===== src/rtl/conv_filter5_mac.sv =====
`default_nettype none
// ============================================================================
// conv_filter5_mac : serial signed MAC over one FHxFWxFC window plus bias,
//                    with a registered result saturated to 2*BITWIDTH bits.
// Revision 1.0 - initial release
// ============================================================================
module conv_filter5_mac #(
  parameter int BITWIDTH       = 8,
  parameter int FILTER_HEIGHT  = 5,
  parameter int FILTER_WIDTH   = 5,
  parameter int FILTER_CHANNEL = 3
) (
  input  logic                         clk,
  input  logic                         reset,
  input  logic signed [BITWIDTH-1:0]   weight,
  input  logic signed [BITWIDTH-1:0]   data,
  input  logic signed [2*BITWIDTH-1:0] bias,
  output logic signed [2*BITWIDTH-1:0] result
);

  localparam int N     = FILTER_HEIGHT * FILTER_WIDTH * FILTER_CHANNEL;
  localparam int CNT_W = (N > 1) ? $clog2(N) : 1;
  localparam int PW    = 2 * BITWIDTH;
  localparam int ACC_W = PW + CNT_W;
  localparam int SUM_W = ACC_W + 1;

  localparam logic [CNT_W-1:0]        C_LAST    = CNT_W'(N - 1);
  localparam logic signed [SUM_W-1:0] C_SAT_MAX = SUM_W'((2 ** (PW - 1)) - 1);
  localparam logic signed [SUM_W-1:0] C_SAT_MIN = SUM_W'(-(2 ** (PW - 1)));

  logic [CNT_W-1:0]        cnt_q,    cnt_d;
  logic signed [ACC_W-1:0] acc_q,    acc_d;
  logic signed [PW-1:0]    result_q, result_d;

  logic signed [PW-1:0]    prod_w;
  logic signed [ACC_W-1:0] prod_ext_w;
  logic signed [SUM_W-1:0] sum_w;

  assign prod_w     = weight * data;
  assign prod_ext_w = {{(ACC_W - PW){prod_w[PW-1]}}, prod_w};

  // Final sum is one bit wider than the accumulator so the bias can never wrap it.
  assign sum_w = {acc_q[ACC_W-1], acc_q}
               + {prod_ext_w[ACC_W-1], prod_ext_w}
               + {{(SUM_W - PW){bias[PW-1]}}, bias};

  always_comb begin
    cnt_d    = cnt_q;
    acc_d    = acc_q;
    result_d = result_q;
    if (cnt_q == C_LAST) begin
      cnt_d = '0;
      acc_d = '0;
      if (sum_w > C_SAT_MAX) begin
        result_d = C_SAT_MAX[PW-1:0];
      end else if (sum_w < C_SAT_MIN) begin
        result_d = C_SAT_MIN[PW-1:0];
      end else begin
        result_d = sum_w[PW-1:0];
      end
    end else begin
      cnt_d = cnt_q + 1'b1;
      acc_d = acc_q + prod_ext_w;
    end
  end

  always_ff @(posedge clk or negedge reset) begin
    if (!reset) begin
      cnt_q    <= '0;
      acc_q    <= '0;
      result_q <= '0;
    end else begin
      cnt_q    <= cnt_d;
      acc_q    <= acc_d;
      result_q <= result_d;
    end
  end

  assign result = result_q;

endmodule
`default_nettype wire


===== config.mk =====
export PLATFORM = sky130hd
export DESIGN_NAME = conv_filter5_mac
export DESIGN_NICKNAME = d
export VERILOG_FILES = /design/src/rtl/conv_filter5_mac.sv
export SDC_FILE = /design/constraint.sdc
export NUM_CORES = 1
export LEC_CHECK = 0
export ABC_CLOCK_PERIOD_IN_PS = 4600
export BUFFER_PORTS_ARGS = -buffer_cell sky130_fd_sc_hd__buf_4
export CORE_ASPECT_RATIO = 1.2
export CORE_MARGIN = 2
export CORE_UTILIZATION = 38
export DETAILED_ROUTE_END_ITERATION = 6
export PLACE_DENSITY_LB_ADDON = 0.05
export SLEW_MARGIN = 0
export SYNTH_ARGS = -nofsm -noshare
export SYNTH_HDL_FRONTEND = slang
export SYNTH_SLANG_ARGS = --single-unit
export TNS_END_PERCENT = 5

===== constraint.sdc =====
create_clock -name clk -period 4.6 [get_ports clk]
set_clock_uncertainty 0.1 [all_clocks]
set_input_delay 0.92 -clock clk [delete_from_list [all_inputs] [get_ports clk]]
set_output_delay 0.92 -clock clk [all_outputs]
set_load 0.02 [all_outputs]

# Word level (Yosys, flattened, before mapping)
# Cells that the tools add are included.
# W data, S select, Z words.
[op_classes]
muxes = 4
order_cmp = 2
multipliers = 1
eq_ne = 1
n_addsub = 4
[op_table]
columns = ["cell", "count"]
rows = [
  ["$mux W16", 2],
  ["$add A23 B16 Y24", 1],
  ["$add A24 B24 Y24", 1],
  ["$gt A24 B16 Y1 const B", 1],
  ["$lt A24 B16 Y1 const B", 1],
  ["$add A23 B16 Y23", 1],
  ["$mux W23", 1],
  ["$mul A8 B8 Y16", 1],
  ["$add A7 B1 Y7 const B", 1],
  ["$eq A7 B7 Y1 const B", 1],
  ["$mux W7", 1],
]
[totals]
reg_bits = 46
out_inout_bits = 16
input_bits = 34
word_cells = 15

# Depth between registers and ports, before layout
# Gate-level depths: netlist (run 1).
[depth]
word_depth = 6
depth_mapped = 32

# Worst setup path before layout (run 1)
# OpenSTA, ideal clock, no wires.
[synth_path]
kind = "input -> register"
from = "input port data[0]"
to = "register result_q[0] (netlist: result[0])"
setup_slack_ns = -3.942
t_arrival_ns = 8.321
path_buffers = 1
setup_ns = 0.121
stages = 26
cell_sequence = "and2_1 ha_1 inv_1 fa_1 inv_1 fa_1 inv_1 fa_1 inv_1 ha_1 or3_1 o21ai_0 a211o_1 a31oi_1 xnor2_1 fa_1 ha_1 a21o_1 a21o_1 a21o_1 or4b_4 a21o_1 a2111o_1 o41ai_4 buf_6 a21oi_1"
[synth_between]
elab_chain_len = 6
[synth_lines]
columns = ["element", "line", "source"]
rows = [
  ["start: declaration", "16", "input logic signed [BITWIDTH-1:0] data,"],
  ["$mul A8 B8 Y16 (*)", "39", "assign prod_w = weight * data;"],
  ["$add A23 B16 Y24 (*)", "44", "+ {prod_ext_w[ACC_W-1], prod_ext_w}"],
  ["$add A24 B24 Y24 (*)", "45", "+ {{(SUM_W - PW){bias[PW-1]}}, bias};"],
  ["$lt A24 B16 Y1", "56", "end else if (sum_w < C_SAT_MIN) begin"],
  ["$mux W16", "56", ""],
  ["$mux W16 (*)", "54", "if (sum_w > C_SAT_MAX) begin"],
  ["end signal: assignment", "75", "result_q <= result_d;"],
  ["end: declaration", "33", "logic signed [PW-1:0] result_q, result_d;"],
]
# Mark *: on every way between the ends. The rest lies on a longest branch, timed or not.
# A chain may end at the register's enable or synchronous reset.

# Worst setup path in the final report (run 1)
[layout_path]
from = "input port weight[7]"
to = "register result_q[4] (netlist: result[4])"
[layout_between]
elab_chain_len = 6
[layout_lines]
columns = ["element", "line", "source"]
rows = [
  ["start: declaration", "15", "input logic signed [BITWIDTH-1:0] weight,"],
  ["$mul A8 B8 Y16 (*)", "39", ""],
  ["$add A23 B16 Y24 (*)", "44", ""],
  ["$add A24 B24 Y24 (*)", "45", ""],
  ["$lt A24 B16 Y1", "56", ""],
  ["$mux W16", "56", ""],
  ["$mux W16 (*)", "54", ""],
]
# Marked as above.

==> flow_summary.json, run 1 <==
{
  "yosysMostFrequentCell": "inv_1",
  "start_kind": "input pin",
  "status": "finished, violations left",
  "initial_core_util": 0.388,
  "synth_area_sq_um": 7050,
  "clk_pin_slew_worst_paths_ps": 60,
  "ys_seq_area_frac": 0.163,
  "numCtsBuffers": 5,
  "required_ps": 4680,
  "synth_cell_types": 65,
  "netlist_instances": 795,
  "grt_pass1_vias": 6526,
  "tightest_slew_ps": 633,
  "dr_wl_met3_um": 271,
  "gp_congestion": 0.853,
  "die_x_um": 128,
  "synth_edf_count": 0,
  "fin_area_sq_um": 9790,
  "synthTopCellsByCount": "128 x inv_1, 80 x fa_1, 75 x ha_1",
  "postRouteAntennaNets": 0,
  "track_usage": 0.183,
  "ys_ff_latch": 46,
  "drt-wirelength-per-cell_um": 13.8,
  "finalSetupViolations": 32,
  "drc_errors": 0,
  "io_pins": 50,
  "slew-limit-headroom": 0.578,
  "n_antenna_cell": 0,
  "htree_levels": 2,
  "dr_wl_met2_mm": 9.55,
  "place_ws_ps": -3660,
  "cp_max_fo": 8,
  "finish.utilization": 0.538,
  "async_reset_ff_frac": 1.00,
  "rsz0062_at_grt": "true",
  "nFillCells": 1719,
  "failed_checks": "setup timing",
  "dpl_cell_area_sq_um": 9210,
  "dpl.hpwl_mm": 14.6,
  "synth_area_leaders": "fa_1 23%, dfrtp_1 16%, ha_1 13%, inv_1 6.8%, xnor2_1 4.3%",
  "grt_max_degree": 50,
  "drv_slew": 0,
  "die_area_sq_um": 19700,
  "final-hold-violation-count": 0,
  "seq_area_sq_um": 1150,
  "fin_ws_ps": -3190,
  "final_nets": 1219,
  "multiInputGateArea_sq_um": 5810,
  "synthFlopType": "dfrtp_1",
  "fmax_mhz": 128,
  "drt_iter0_drc": 195,
  "firstDrtPassIters": 4,
  "grt-ovfl-total": 0,
  "root_buffer": "clkbuf_16",
  "area_growth_pct": 38.7,
  "ctsHoldBuffers": 0,
  "cts_tree": "built",
  "max-clock-path-buffers": 2,
  "top_layer_used": "met4",
  "worstSetupPathType": "input pin to flop",
  "port_buffers": 49,
  "finalCritPeriodShare": 1.69,
  "avgSynthCellArea_sq_um": 8.87,
  "chipHeight_um": 153,
  "coreArea_sq_um": 18200,
  "endpoint_kind": "flop",
  "synth_top_area_frac": 0.227,
  "syn_nets": 984,
  "cts_sinks": 46,
  "wl_mm": 17.3,
  "clkLatencyLatePin_ps": 300,
  "cap_violations": 0,
  "grt_pass1_wl_mm": 29.7,
  "period_needed_ps": 7790,
  "ys_warn_count": 0,
  "drt-vias-per-instance": 4.89,
  "via_count": 6133,
  "grt_antenna_before_repair": 0,
  "met1Wirelength_mm": 7.28,
  "drive_above_1_share": 0.327,
  "crit_arrival_ps": 7870,
  "hold_path.class": "flop to flop",
  "row_count": 54,
  "synth_top_area_cell": "fa_1"
}
-- per-layer routing --
metal / GRT usage / up-vias
met3: 0.0112 / 14
met1: 0.219 / 2941
met4: 0.0471 / 0
met5: 0 / -
met2: 0.351 / 76
li1: - / 3102
-- sequential cells by signal, summed over array words and instances (netlist names) --
signal	count
acc_q	23
cnt_q	7
result	16
-- layout make-up --
cell class | instances | share of cell area
Clock inverter | 3 | 0.00447
Inverter | 128 | 0.0493
Sequential cell | 46 | 0.118
Timing Repair Buffer | 241 | 0.193
Clock buffer | 5 | 0.0128
Multi-Input combinational cell | 608 | 0.594
Tap cell | 224 | 0.0286
-- through the flow --
step	instances	setup TNS [ps]	hold WS [ps]
global route	1255	-77720	401
floorplan	795	-66290	346
CTS	1251	-68550	391
global placement	1238	-82430	375
finish	1255	-68730	384
detailed placement	1238	-85570	383
-- placed cells by master (no fill, tap or decap), types with 4 or more instances in the layout --
cell       Yosys  layout
buf_4          0     232
inv_1        128     123
fa_1          80      77
ha_1          75      62
nor2_1        56      55
dfrtp_1       46      46
and2_1        44      42
nand2_1       43      42
a21oi_1       55      42
xnor2_1       35      30
a21o_1        23      23
xor2_1        17      15
nor3_1        18      15
o21ai_0       25      14
nand3_1       14      13
nor2b_1       13      12
a21oi_2        0      12
ha_4           0      10
o21ai_1        1       9
and3_1         8       8
nand2b_1       8       7
o21a_1         6       6
or3_1          6       6
o211ai_1       6       6
clkbuf_16      0       6
or2_2          7       5
o21bai_1       5       5
buf_6          1       5
inv_2          0       4
nand4_1        4       4
a211oi_1       5       4
-- worst max-delay path, cell delays in order --
cell      delay (ps)
buf_4            120
buf_4            150
and2_1           210
fa_1             560
inv_1             60
fa_1             520
fa_1             440
fa_1             550
inv_1             40
ha_1             300
nand3_1           80
a211o_1          310
buf_4            160
a31oi_4          230
xnor2_4          200
fa_1             500
ha_4             240
a21o_1           160
a21o_1           180
a21o_1           210
or4b_4           550
a21o_1           200
a2111o_1         410
o41ai_4          220
buf_6            170
buf_12           120
a21oi_1           60
-- repair_timing --
action,in CTS,in global routing
gates resized for setup,42,25
setup buffers,4,3
gates cloned,1,1
setup endpoints to repair,33,33
pin swaps,27,22
-- final timing paths --
path	from	endpoint	slack, ps	cells after the start
max	weight[7]	result[4]$_DFFE_PN0N_	-3190	27
min	cnt_q[0]$_DFF_PN0_	cnt_q[0]$_DFF_PN0_	380	1
max reg2reg	acc_q[1]$_DFF_PN0_	result[4]$_DFFE_PN0N_	280	16
min reg2reg	cnt_q[0]$_DFF_PN0_	cnt_q[0]$_DFF_PN0_	380	1
max in group asynchronous	reset	result[2]$_DFFE_PN0N_	3430	1
min in group asynchronous	reset	acc_q[22]$_DFF_PN0_	550	1
-- cell families after synthesis --
family	count (synthesis)	synth area share
flip-flops	46	0.163
XOR/XNOR	52	0.0646
AO/OA/AOI/OAI	158	0.152
adder cells (fa/ha/maj)	155	0.360
AND/OR/NAND/NOR	240	0.179
buffers and inverters	141	0.0763
multiplexers	3	0.00443
Power of run 1 is left out: the tool's default activity adds up to more than one toggle a clock period on the data nets, which glitch-free logic cannot reach.
==> run 2, diff against run 1 <==
--- a/config.mk
+++ b/config.mk
@@ -9,7 +9,7 @@
 export BUFFER_PORTS_ARGS = -buffer_cell sky130_fd_sc_hd__buf_4
 export CORE_ASPECT_RATIO = 1.2
 export CORE_MARGIN = 2
-export CORE_UTILIZATION = 38
+export CORE_UTILIZATION = 60
 export DETAILED_ROUTE_END_ITERATION = 6
 export PLACE_DENSITY_LB_ADDON = 0.05
 export SLEW_MARGIN = 0
==> constraint.sdc (replaced) <==
create_clock -name clk -period 4.6 [get_ports clk]
set_clock_uncertainty 0.1 [all_clocks]
set_input_delay 0 -clock clk [delete_from_list [all_inputs] [get_ports clk]]
set_output_delay 0 -clock clk [all_outputs]
set_load 0.02 [all_outputs]
==> run 2 against run 1 <==
The run still ends with setup timing left. Utilization rose by 29 points. Register-to-register slack improved by 20 ps. Fmax rose by 11%. First-iteration DRC count rose by 77%. Via count rose by 4.6%. Sequential share of layout area rose by 0.35 points. Highest routed layer unchanged. Non-clock buffer count fell by 14. Global-route usage rose by 11 points. Critical endpoint is now result[10]$_DFFE_PN0N_. Wire length rose by 4.3%. Die area fell by 36%. Cell area fell by 2.9%. Critical path depth rose by 2.
==> flow_summary.json, run 2 (synthesis results as in run 1) <==
{
  "cpLargestDelayFamily": "adder cells",
  "tightest_slew_ps": 606,
  "cp_num_buf_inv": 5,
  "gp_congestion": 0.948,
  "status": "finished, violations left",
  "start_kind": "input pin",
  "rr_worst_depth": 15,
  "final_cell_mix": "218 x buf_4, 121 x inv_1, 76 x fa_1",
  "rsz0062_at_grt": "true",
  "firstDrtPassIters": 5,
  "initial_core_util": 0.613,
  "clkLatencyLatePin_ps": 300,
  "cts_tree": "built",
  "slew-limit-headroom": 0.596,
  "finish.utilization": 0.826,
  "die_x_um": 103,
  "via_count": 6416,
  "port_buffers": 49,
  "track_usage": 0.294,
  "endpoint_kind": "flop",
  "row_count": 43,
  "htree_levels": 2,
  "fin_ws_ps": -2430,
  "final_nets": 1205,
  "grt_pass1_vias": 6650,
  "grt_max_degree": 51,
  "cp-startpoint": "weight[0]",
  "cts_sinks": 46,
  "layout_commonest_cell": "buf_4",
  "fmax_mhz": 142,
  "hold_path.class": "input pin to flop",
  "chipHeight_um": 123,
  "period_needed_ps": 7030,
  "drv_slew": 0,
  "clk_pin_slew_worst_paths_ps": 60,
  "hp-start": "bias[0]",
  "grt-ovfl-total": 0,
  "grt_pass1_wl_mm": 29.7,
  "coreArea_sq_um": 11500,
  "drt-wirelength-per-cell_um": 15.4,
  "hold_slack_ps": 90.2,
  "hold_depth": 4,
  "drive_above_1_share": 0.319,
  "largest-register": "acc_q",
  "io_pins": 50,
  "slowest_delay_ps": 570,
  "drt-vias-per-instance": 5.47,
  "root_buffer": "clkbuf_16",
  "n_antenna_cell": 0,
  "die_area_sq_um": 12600,
  "required_ps": 4680,
  "dpl.hpwl_mm": 14.1,
  "critPathMostFrequentCell": "fa_1",
  "finalCritPeriodShare": 1.53,
  "cp.depth": 29,
  "max-clock-path-buffers": 2,
  "drt_iter0_drc": 345,
  "crit_arrival_ps": 7100,
  "r2r-start": "acc_q[1]$_DFF_PN0_",
  "cap_violations": 0,
  "finalSetupTns_ps": -44180,
  "failed_checks": "setup timing",
  "area_growth_pct": 34.8,
  "worstSetupPathType": "input pin to flop",
  "finalSetupViolations": 27,
  "wl_mm": 18.1,
  "cp_max_fo": 15,
  "cpMaxStageDelayCell": "fa_1",
  "largest_register_ffs": 23,
  "nFillCells": 741,
  "final-hold-violation-count": 0,
  "grt_antenna_before_repair": 0,
  "postRouteAntennaNets": 0,
  "drc_errors": 0,
  "numCtsBuffers": 5
}
==> run 2: final timing paths <==
| check | to | slack (ps) |
|---|---|---|
| setup / recovery | result[10]$_DFFE_PN0N_ | -2430 |
| hold / removal | result[0]$_DFFE_PN0N_ | 90 |
| setup reg to reg | result[10]$_DFFE_PN0N_ | 300 |
| hold reg to reg | cnt_q[0]$_DFF_PN0_ | 390 |
| max in group asynchronous | result[14]$_DFFE_PN0N_ | 3840 |
| min in group asynchronous | acc_q[22]$_DFF_PN0_ | 160 |
==> run 2: per-stage QoR <==
| stage | setup WS [ps] | std cells | area, sq um |
|---|---|---|---|
| finish | -2430 | 1174 | 9510 |
| global route | -2680 | 1174 | 9510 |
| CTS | -2420 | 1173 | 9430 |
| detailed placement | -2790 | 1160 | 9040 |
| global placement | -2560 | 1160 | 9040 |
| floorplan | -2310 | 795 | 7220 |
==> run 2: layer usage <==
| metal | global-route usage | routed length [um] | up-vias |
|---|---|---|---|
| met3 | 0.0188 | 482 | 43 |
| met5 | 0 | 0 | - |
| li1 | - | - | 3074 |
| met4 | 0.104 | 464 | 0 |
| met1 | 0.334 | 7140 | 3130 |
| met2 | 0.570 | 10000 | 169 |
==> run 2: cell type report <==
class                      count  area [sq um]  share of cell area
tap                          157           196              0.0207
sequential                    46          1150               0.121
timing repair buffer         227          1780               0.187
inverter                     128           483              0.0508
multi-input combinational    608          5750               0.605
clock inverter                 3          21.3             0.00224
clock buffer                   5           125              0.0132
==> run 2: timing repair <==
| item | 4_1_cts | 5_1_grt |
|---|---|---|
| resized for setup | 44 | 18 |
| endpoints found under the hold margin | 46 | 0 |
| pin swaps | 33 | 6 |
| hold buffers | 1 | 0 |
| cloned | 1 | 0 |
| setup buffers | 3 | 1 |
| endpoints found under the setup margin | 27 | 30 |
==> run 2: worst reg2reg max path: cells and delay by family (launching register included) <==
kind | cells | cell delay, ps
and+or+nand+nor | 2 | 600
adders and majority gates | 3 | 1120
AOI/OAI and AO/OA | 6 | 1540
DFF | 1 | 350
buffers and inverters | 4 | 470
Power of run 2 is left out for the same reason.
